[config.mk]
export PLATFORM = sky130hd
export DESIGN_NAME = pool_out_buffer
export DESIGN_NICKNAME = d
export VERILOG_FILES = /design/src/rtl/pool_out_buffer_pkg.sv /design/src/rtl/pob_bank_ram.sv /design/src/rtl/pool_out_buffer.sv
export SDC_FILE = /design/constraint.sdc
export NUM_CORES = 2
export LEC_CHECK = 0
export CORE_ASPECT_RATIO = 1.5
export CORE_UTILIZATION = 30
export CTS_CLUSTER_SIZE = 30
export DETAILED_ROUTE_END_ITERATION = 16
export GPL_TIMING_DRIVEN = 0
export SETUP_SLACK_MARGIN = 0.3
export SLEW_MARGIN = 20
export SYNTH_ARGS = -nofsm -noshare
export SYNTH_HDL_FRONTEND = slang
export SYNTH_SLANG_ARGS = --single-unit
[constraint.sdc]
create_clock -name clk -period 3.57 [get_ports clk]
set_input_delay 0.8925 -clock clk [delete_from_list [all_inputs] [get_ports clk]]
set_output_delay 0.8925 -clock clk [all_outputs]
set_load 0.05 [all_outputs]
[src/rtl/pool_out_buffer_pkg.sv]
// Shared definitions for the pooled-feature-map ping-pong output buffer.
// Holds the map geometry, the RAM address width and the per-bank state encoding.
package pool_out_buffer_pkg;

  localparam int unsigned IMG    = 14;
  localparam int unsigned PAD    = 1;
  localparam int unsigned OUT    = (IMG + 2 * PAD) / 2 - 1;
  localparam int unsigned DEPTH  = OUT * OUT;
  localparam int unsigned AW     = $clog2(DEPTH);
  localparam int unsigned DATA_W = 16;

  typedef enum logic [1:0] {
    EMPTY,
    FILL,
    FULL,
    DRAIN
  } bank_state_e;

endpackage

[src/rtl/pob_bank_ram.sv]
// One bank of the output buffer: DEPTH x DATA_W, one write port and one synchronous read port.
// Ports:
//   clk_i    clock
//   we_i     write strobe, waddr_i/wdata_i
//   re_i     read strobe; rdata_o updates one cycle later and holds while re_i is low
//   raddr_i  read address
//   rdata_o  registered read data
// Contents are not reset.
module pob_bank_ram
  import pool_out_buffer_pkg::*;
(
  input  logic              clk_i,
  input  logic              we_i,
  input  logic [AW-1:0]     waddr_i,
  input  logic [DATA_W-1:0] wdata_i,
  input  logic              re_i,
  input  logic [AW-1:0]     raddr_i,
  output logic [DATA_W-1:0] rdata_o
);

  logic [DATA_W-1:0] mem_q [DEPTH];
  logic [DATA_W-1:0] rdata_q;

  always_ff @(posedge clk_i) begin
    if (we_i) mem_q[waddr_i] <= wdata_i;
    if (re_i) rdata_q <= mem_q[raddr_i];
  end

  assign rdata_o = rdata_q;

endmodule

[src/rtl/pool_out_buffer.sv]
// Ping-pong buffer for pooled feature maps. The pooling datapath fills one bank while the
// other bank drains, in address order, over a valid/ready stream.
// Ports:
//   clk, rst                      clock, asynchronous active-high reset
//   wr_en, wr_addr, wr_data       one pooled sample per strobe into the write bank
//   frame_done                    commit the write bank and switch to the other one
//   wr_ready                      write bank can accept samples
//   out_data/out_valid/out_ready  drained samples, out_last marks the final one of a frame
//   ovf_err, addr_err             sticky error flags, cleared only by rst
module pool_out_buffer
  import pool_out_buffer_pkg::*;
#(
  parameter bit RELU = 1'b1
) (
  input  logic              clk,
  input  logic              rst,
  input  logic              wr_en,
  input  logic [15:0]       wr_addr,
  input  logic [DATA_W-1:0] wr_data,
  input  logic              frame_done,
  output logic              wr_ready,
  output logic [DATA_W-1:0] out_data,
  output logic              out_valid,
  input  logic              out_ready,
  output logic              out_last,
  output logic              ovf_err,
  output logic              addr_err
);

  bank_state_e state_q [2];
  bank_state_e state_d [2];
  logic        wbank_q, wbank_d, rbank_q, rbank_d;
  // Issue side runs ahead of the output register; it may start on the next bank before the
  // current one has fully left through out_*.
  logic        ibank_q, ibank_d, idone_q, idone_d;
  logic [AW-1:0] iptr_q, iptr_d;
  logic        ram_vld_q, ram_vld_d, ram_last_q, ram_last_d, ram_bank_q, ram_bank_d;
  logic [DATA_W-1:0] out_data_q, out_data_d;
  logic        out_valid_q, out_valid_d, out_last_q, out_last_d;
  logic        ovf_q, ovf_d, addr_err_q, addr_err_d;

  logic              wr_open, addr_ok, wr_accept;
  logic [DATA_W-1:0] wdata;
  logic              handshake, drain_end, move, issue, issue_bank, issue_src_ok;
  logic [AW-1:0]     issue_addr;
  logic [DATA_W-1:0] ram_rdata [2];

  assign wr_open   = (state_q[wbank_q] == EMPTY) || (state_q[wbank_q] == FILL);
  assign addr_ok   = wr_addr < 16'(DEPTH);
  assign wr_accept = wr_en && addr_ok && wr_open;
  assign wdata     = (RELU && wr_data[DATA_W-1]) ? '0 : wr_data;

  assign handshake  = out_valid_q && out_ready;
  assign drain_end  = handshake && out_last_q;
  // Fetched word moves to the output register whenever that register is free or emptying.
  assign move       = ram_vld_q && (!out_valid_q || out_ready);
  assign issue_bank = idone_q ? ~ibank_q : ibank_q;
  assign issue_addr = idone_q ? '0 : iptr_q;
  assign issue_src_ok = idone_q ? (state_q[~ibank_q] == FULL)
                                : (state_q[ibank_q] inside {FULL, DRAIN});
  assign issue      = issue_src_ok && (!ram_vld_q || move);

  for (genvar b = 0; b < 2; b++) begin : g_bank
    pob_bank_ram u_ram (
      .clk_i   (clk),
      .we_i    (wr_accept && (wbank_q == 1'(b))),
      .waddr_i (wr_addr[AW-1:0]),
      .wdata_i (wdata),
      .re_i    (issue && (issue_bank == 1'(b))),
      .raddr_i (issue_addr),
      .rdata_o (ram_rdata[b])
    );
  end

  always_comb begin
    state_d     = state_q;
    wbank_d     = wbank_q;
    rbank_d     = rbank_q;
    ibank_d     = ibank_q;
    idone_d     = idone_q;
    iptr_d      = iptr_q;
    ram_vld_d   = ram_vld_q;
    ram_last_d  = ram_last_q;
    ram_bank_d  = ram_bank_q;
    out_data_d  = out_data_q;
    out_valid_d = out_valid_q;
    out_last_d  = out_last_q;
    ovf_d       = ovf_q;
    addr_err_d  = addr_err_q;

    if (wr_en && !addr_ok) addr_err_d = 1'b1;
    if ((wr_en || frame_done) && !wr_open) ovf_d = 1'b1;

    // The four bank transitions act on banks in distinct states, so they never collide.
    if (wr_accept && (state_q[wbank_q] == EMPTY)) state_d[wbank_q] = FILL;
    if (frame_done && wr_open) begin
      state_d[wbank_q] = FULL;
      wbank_d          = ~wbank_q;
    end
    if (issue && (state_q[issue_bank] == FULL)) state_d[issue_bank] = DRAIN;
    if (drain_end) begin
      state_d[rbank_q] = EMPTY;
      rbank_d          = ~rbank_q;
    end

    if (issue) begin
      ibank_d    = issue_bank;
      iptr_d     = issue_addr + AW'(1);
      idone_d    = (issue_addr == AW'(DEPTH - 1));
      ram_vld_d  = 1'b1;
      ram_last_d = (issue_addr == AW'(DEPTH - 1));
      ram_bank_d = issue_bank;
    end else if (move) begin
      ram_vld_d = 1'b0;
    end

    if (move) begin
      out_data_d  = ram_rdata[ram_bank_q];
      out_valid_d = 1'b1;
      out_last_d  = ram_last_q;
    end else if (handshake) begin
      out_valid_d = 1'b0;
      out_last_d  = 1'b0;
    end
  end

  always_ff @(posedge clk or posedge rst) begin
    if (rst) begin
      state_q[0]  <= EMPTY;
      state_q[1]  <= EMPTY;
      wbank_q     <= 1'b0;
      rbank_q     <= 1'b0;
      ibank_q     <= 1'b0;
      idone_q     <= 1'b0;
      iptr_q      <= '0;
      ram_vld_q   <= 1'b0;
      ram_last_q  <= 1'b0;
      ram_bank_q  <= 1'b0;
      out_data_q  <= '0;
      out_valid_q <= 1'b0;
      out_last_q  <= 1'b0;
      ovf_q       <= 1'b0;
      addr_err_q  <= 1'b0;
    end else begin
      state_q     <= state_d;
      wbank_q     <= wbank_d;
      rbank_q     <= rbank_d;
      ibank_q     <= ibank_d;
      idone_q     <= idone_d;
      iptr_q      <= iptr_d;
      ram_vld_q   <= ram_vld_d;
      ram_last_q  <= ram_last_d;
      ram_bank_q  <= ram_bank_d;
      out_data_q  <= out_data_d;
      out_valid_q <= out_valid_d;
      out_last_q  <= out_last_d;
      ovf_q       <= ovf_d;
      addr_err_q  <= addr_err_d;
    end
  end

  assign wr_ready  = wr_open;
  assign out_data  = out_data_q;
  assign out_valid = out_valid_q;
  assign out_last  = out_last_q;
  assign ovf_err   = ovf_q;
  assign addr_err  = addr_err_q;

endmodule

* After elaboration in Yosys (flattened, before gate mapping) *
Memories as Yosys holds them, arrays and structs flattened. A register that Yosys moved wholly into a read port is not among the register bits.
Index checks and enable logic that the tools add are counted.
Widths: inputs -> output; s select.

storage, ports and cells
  bits in registers = 67
  memory bits (writable) = 1470
  bits of input ports = 37
  output and inout bits = 21
  memories kept = 2

memories
  memory                 depth  bits a word  read ports  clocked after Yosys merged registers in  write ports  line                text
  g_bank[0].u_ram.mem_q  49     15           1           1                                        1            pob_bank_ram.sv:21  logic [DATA_W-1:0] mem_q [DEPTH];
  g_bank[1].u_ram.mem_q  49     15           1           1                                        1            pob_bank_ram.sv:21

cells by class
  $add $sub $neg = 1
  $lt $le $gt $ge = 9
  eq/ne operators = 6
  mux-type cells = 38
  bitwise gates (word level) = 18
  reductions and logical operators = 30

operators by type and width
  cell                 count
  $mux 16              3
  $mux 2               15
  $logic_and 1x1->1    18
  $lt 16x6->1 const B  1
  $mux 4               4
  $mux 15              1
  $mux 1               11
  $ge 2x2->1 const B   5
  $not 1->2            5
  $eq 2x2->1 const B   4
  $add 6x1->6 const B  1
  $demux 2 s1          3
  $eq 6x6->1 const B   1
  $lt 2x1->1 const B   3
  $mux 6               1
  $reduce_bool 2->1    3
  $and 2x2->2          2
  $and 4x4->4          1
  $logic_not 1->1      4
  $logic_or 1x1->1     4
  $not 1->1            4
  $not 2->2            2
  $not 4->4            1
  $or 2x2->2           2
  other kinds (3)      3

* Logic depth before layout (Yosys ltp) *
  depth in word-level cells = 15
  mapped depth = 9

* Hierarchy *
From an unflattened synthesis, not the netlist that was laid out.

unflattened totals
  cells, all modules = 2887
  area total of the unflattened synthesis = 63295.7 sq um

by module, submodules not included
  module           instances  cells each  area an instance (sq um)  seq. area each (sq um)
  pob_bank_ram     2          1343        30670.7                   24023.0
  pool_out_buffer  1          201         1954.4                    875.8

* Worst setup path before layout *
OpenSTA, ideal clock, no wires.

  kind = input to register
  start point = in wr_data[15]
  end point = mem g_bank[0].u_ram.mem_q[0][10] (netlist bit) (data pin)
  setup time = 0.680 ns
  arrival time = 3.510 ns
  path slack = -0.620 ns
  stages = 2
  path buffers = 1
  cells stage by stage = clkbuf_1 -> nor2b_1

between the ends
  word-level cells in the longest chain between the ends = 1

ends and longest elaborated chain
  what                             line                   text
  start: declaration               pool_out_buffer.sv:19  input logic [DATA_W-1:0] wr_data,
  $mux 15                          pool_out_buffer.sv:51  assign wdata = (RELU && wr_data[DATA_W-1]) ? '0 : wr_data;
  via g_bank[0].u_ram.wdata_i[10]  pob_bank_ram.sv:15     input logic [DATA_W-1:0] wdata_i,
  end: declaration                 pob_bank_ram.sv:21

The timed path passes the listed nets, and every way through them passes these cells.

==> impl_metrics.csv <==
group,metric,value,unit
finish,utilization,0.358,
detailed_routing,drc,0,
yosys,synthSimpleGateAreaFrac,0.0464,
clock_network,clock-sinks,1534,
clock_network,clock_path_buffers,3,
global_routing,overflow,0,
setup_path,rrSetupSlack,140,ps
placement,dp.cells,6333,
setup_path,crit_arrival,4030,ps
global_routing,met2_usage,0.319,
worst_hold_path,min_path_type,"in -> async",
floorplan,coreArea,200000,um^2
setup_path,crit_fanout,10,
global_routing,busiest_layer,"met2",
sta,slew_headroom,0.281,
yosys,ys_ff_latch,1534,
detailed_routing,wire_per_inst,28.1,um
global_routing,grt_max_degree,43,
sta,hold_viol,0,
yosys,syn_nets,3584,
setup_path,crit_required,4170,ps
global_routing,grt_pass1_wl,261000,um
power_and_ir_drop,total_leakage_power,0.0228,uW
finish,syn_to_final_growth,18.5,%
global_routing,grt_pass1_vias,35400,
power_and_ir_drop,peakVddDrop,0.000575,V
detailed_routing,drt_pass1_iterations,12,
floorplan,num_rows,201,
sta,layout_min_cycle_time,3430,ps
yosys,syn_area_per_cell,17.0,um^2
floorplan,die_w,368,um
run_status,outcome,"finished, final reports clean",
finish,instances_no_fill,6603,
flow_run,cap_violations,0,
setup_path,r2r_end,"g_bank[0].u_ram.rdata_o[12]",
sta,setup_violations,0,
detailed_routing,postRouteAntennaNets,0,
sta,period_share,0.959,
setup_path,reg2reg_from,"ram_last_q",
global_routing,grt.total_usage,0.181,
finish,layout-drive-gt1-share,0.183,
placement,dp_hpwl,136000,um
detailed_routing,drt_iter0_markers,4057,
clock_network,cts-root-buf,"clkbuf_16",
detailed_routing,via_per_inst,5.28,
clock_network,cts_tree,"yes",
power_and_ir_drop,power_density,733,nW/um^2
yosys,synthXorXnorAreaFrac,0.000580,
setup_path,end_kind,"flip-flop",
clock_network,insertion_delay,800,ps
yosys,synth_mux_area_frac,0.0828,
yosys,synth_warnings,0,
yosys,ys.flop_type,"edfxtp_1",
detailed_routing,num_vias,34900,
setup_path,rr_worst_depth,8,
yosys,synthCells,3545,
detailed_routing,drt_wl_total,185000,um
clock_network,ctsHoldBuffers,0,
yosys,synthAdderAreaFrac,0.000415,
placement,portBuffers,51,
sta,rsz0062_at_grt,"true",
clock_network,cts_max_level,4,
clock_network,path_clk_slew,70,ps
yosys,netlist_area,60400,um^2
yosys,synth.distinct_cells,64,
sta,worst_clock_skew,32.7,ps
sta,fmax,0.292,GHz
floorplan,dieArea,203000,um^2
placement,gp_congestion,0.925,
finish,n_fill_cell,18600,
floorplan,initial_core_util,0.302,
sta,report.final.slew_viol_count,0,
global_routing,use_met3,0.0347,
yosys,synth_edf_count,1500,
global_routing,met1_usage,0.203,
setup_path,crit_path_start_kind,"flip-flop",
floorplan,io_pins,58,
sta,worst_pin_slew,1060,ps
yosys,synthArstFlopShare,0.0222,
setup_path,crit_type,"reg -> reg",
yosys,synth_compound_gate_area_share,0.0891,
yosys,yosysSeqAreaShare,0.760,
global_routing,antenna_found_initial,14,
floorplan,die_h,551,um
clock_network,cts_buffers,145,
yosys,synth_top_family_by_area,"compound AO/OA/AOI/OAI gates",
finish,nNetsFinal,3884,
## Yosys cell counts, types with 26 or more instances
master    instances  area (um^2)
o211ai_1         60          450
o21ai_0          65          325
a221oi_1         95          832
o21a_1           29          218
a211oi_1         46          345
inv_1            34          128
o22ai_1          56          350
nor2_1          130          488
a311oi_1         46          403
dfrtp_1          34          851
edfxtp_1       1500        45000
buf_2            53          265
mux2i_1         182         1820
nor2b_1         106          663
mux2_2           26          293
a21oi_1         202         1010
mux2_1           56          631
mux4_2          100         2250
a22oi_1          71          533
nand2_1         191          717
clkbuf_1        173          649
nand3b_1         32          240
o221ai_1         45          394
## per-stage QoR
stage	total power, uW	setup TNS (ps)	area (um^2)	worst slack, ps	hold slack, ps
6_report	52500	0	71500	145	401
4_1_cts	52300	0	71500	223	381
2_1_floorplan	29700	-825990	60400	-620	466
5_1_grt	53700	0	71500	230	424
3_3_place_gp	36600	-9306790	64200	-6110	464
3_5_place_dp	36800	-1039660	66300	-1050	454
## final cells by class
| type | count | area (um^2) | area share |
|---|---|---|---|
| well taps | 2639 | 3300 | 0.0462 |
| clock buffers | 178 | 3850 | 0.0538 |
| inverters | 38 | 143 | 0.00199 |
| multi-input cells | 1716 | 14000 | 0.195 |
| repair buffers | 153 | 2380 | 0.0333 |
| flip-flops and latches | 1534 | 45900 | 0.642 |
| plain buffers | 257 | 1250 | 0.0174 |
| diodes | 3 | 7.51 | 0.000105 |
| clock inverters | 85 | 763 | 0.0107 |
## worst max path at each step
stage	start	endpoint	slack, ps	cells after the start
final	ram_last_q	g_bank[0].u_ram.rdata_o[12]	140	8
after global routing	iptr_q[0]	g_bank[0].u_ram.rdata_o[1]	230	8
after CTS	iptr_q[0]	g_bank[0].u_ram.rdata_o[1]	220	7
after detailed placement	iptr_q[0]	g_bank[0].u_ram.rdata_o[1]	-1050	8
after global placement	wr_data[15]	g_bank[1].u_ram.mem_q[18][5]	-6110	3
after floorplan	wr_data[15]	g_bank[0].u_ram.mem_q[0][10]	-620	2
## layer usage
metal | up-vias | share of wire
li1 | 14800 | -
met1 | 17800 | 0.35
met2 | 1761 | 0.51
met3 | 465 | 0.074
met4 | 16 | 0.063
met5 | - | 0.00057
## critical path, cell delays in order, from the launching register on
cell and delay, ps:
dfrtp_1 340, buf_2 260, nand2b_1 370, buf_2 400, clkbuf_2 390, nand2_1 100
a311oi_1 770, o311ai_2 270, nand4_1 330
## registers in the layout, indices dropped and copies added (netlist names)
| register | cells |
|---|---|
| g_bank.u_ram.mem_q | 1470 |
| g_bank.u_ram.rdata_o | 30 |
| out_data | 15 |
| iptr_q | 6 |
| state_q | 4 |
| addr_err | 1 |
| out_last | 1 |
| out_valid | 1 |
| ovf_err | 1 |
| ram_bank_q | 1 |
| ram_last_q | 1 |
| ram_vld_q | 1 |
| rbank_q | 1 |
| wbank_q | 1 |
## cell families after synthesis
family / after synthesis
and+or+nand+nor: 563
adders and majority gates: 2
xor gates and xnor gates: 4
muxes: 364
AOI/OAI and AO/OA: 782
DFF: 1534
buffers and inverters: 295
other: 1
## cell usage in the layout (no fill, tap or decap), types with 37 or more instances in the layout
cell / synthesis / final
nor2_1: 130 / 54
nor2_2: 21 / 68
mux2_1: 56 / 56
a221oi_1: 95 / 95
mux4_2: 100 / 100
clkbuf_16: 0 / 148
a21oi_1: 202 / 202
clkbuf_2: 0 / 56
a311oi_1: 46 / 45
edfxtp_1: 1500 / 1500
a211oi_1: 46 / 46
o211ai_1: 60 / 60
a22oi_1: 71 / 62
o21ai_0: 65 / 63
buf_2: 53 / 43
buf_6: 1 / 37
clkdlybuf4s50_1: 0 / 50
mux2i_1: 182 / 181
nor2b_1: 106 / 90
clkbuf_1: 173 / 139
o22ai_1: 56 / 56
nand2_1: 191 / 191
clkinv_1: 0 / 38
o221ai_1: 45 / 43
## repair_timing
action,4_1_cts,5_1_grt
pin swaps,13,2
setup endpoints to repair,1186,70
cloned,0,0
gates resized for setup,147,34
buffers inserted,3,0
## where the power goes
part | switching (uW) | internal [uW] | total [uW]
Clock | 6800 | 8490 | 15300
Combinational | 11700 | 5110 | 16800
Sequential | 172 | 20200 | 20400
No activity file was read; power rests on OpenSTA's default activity.
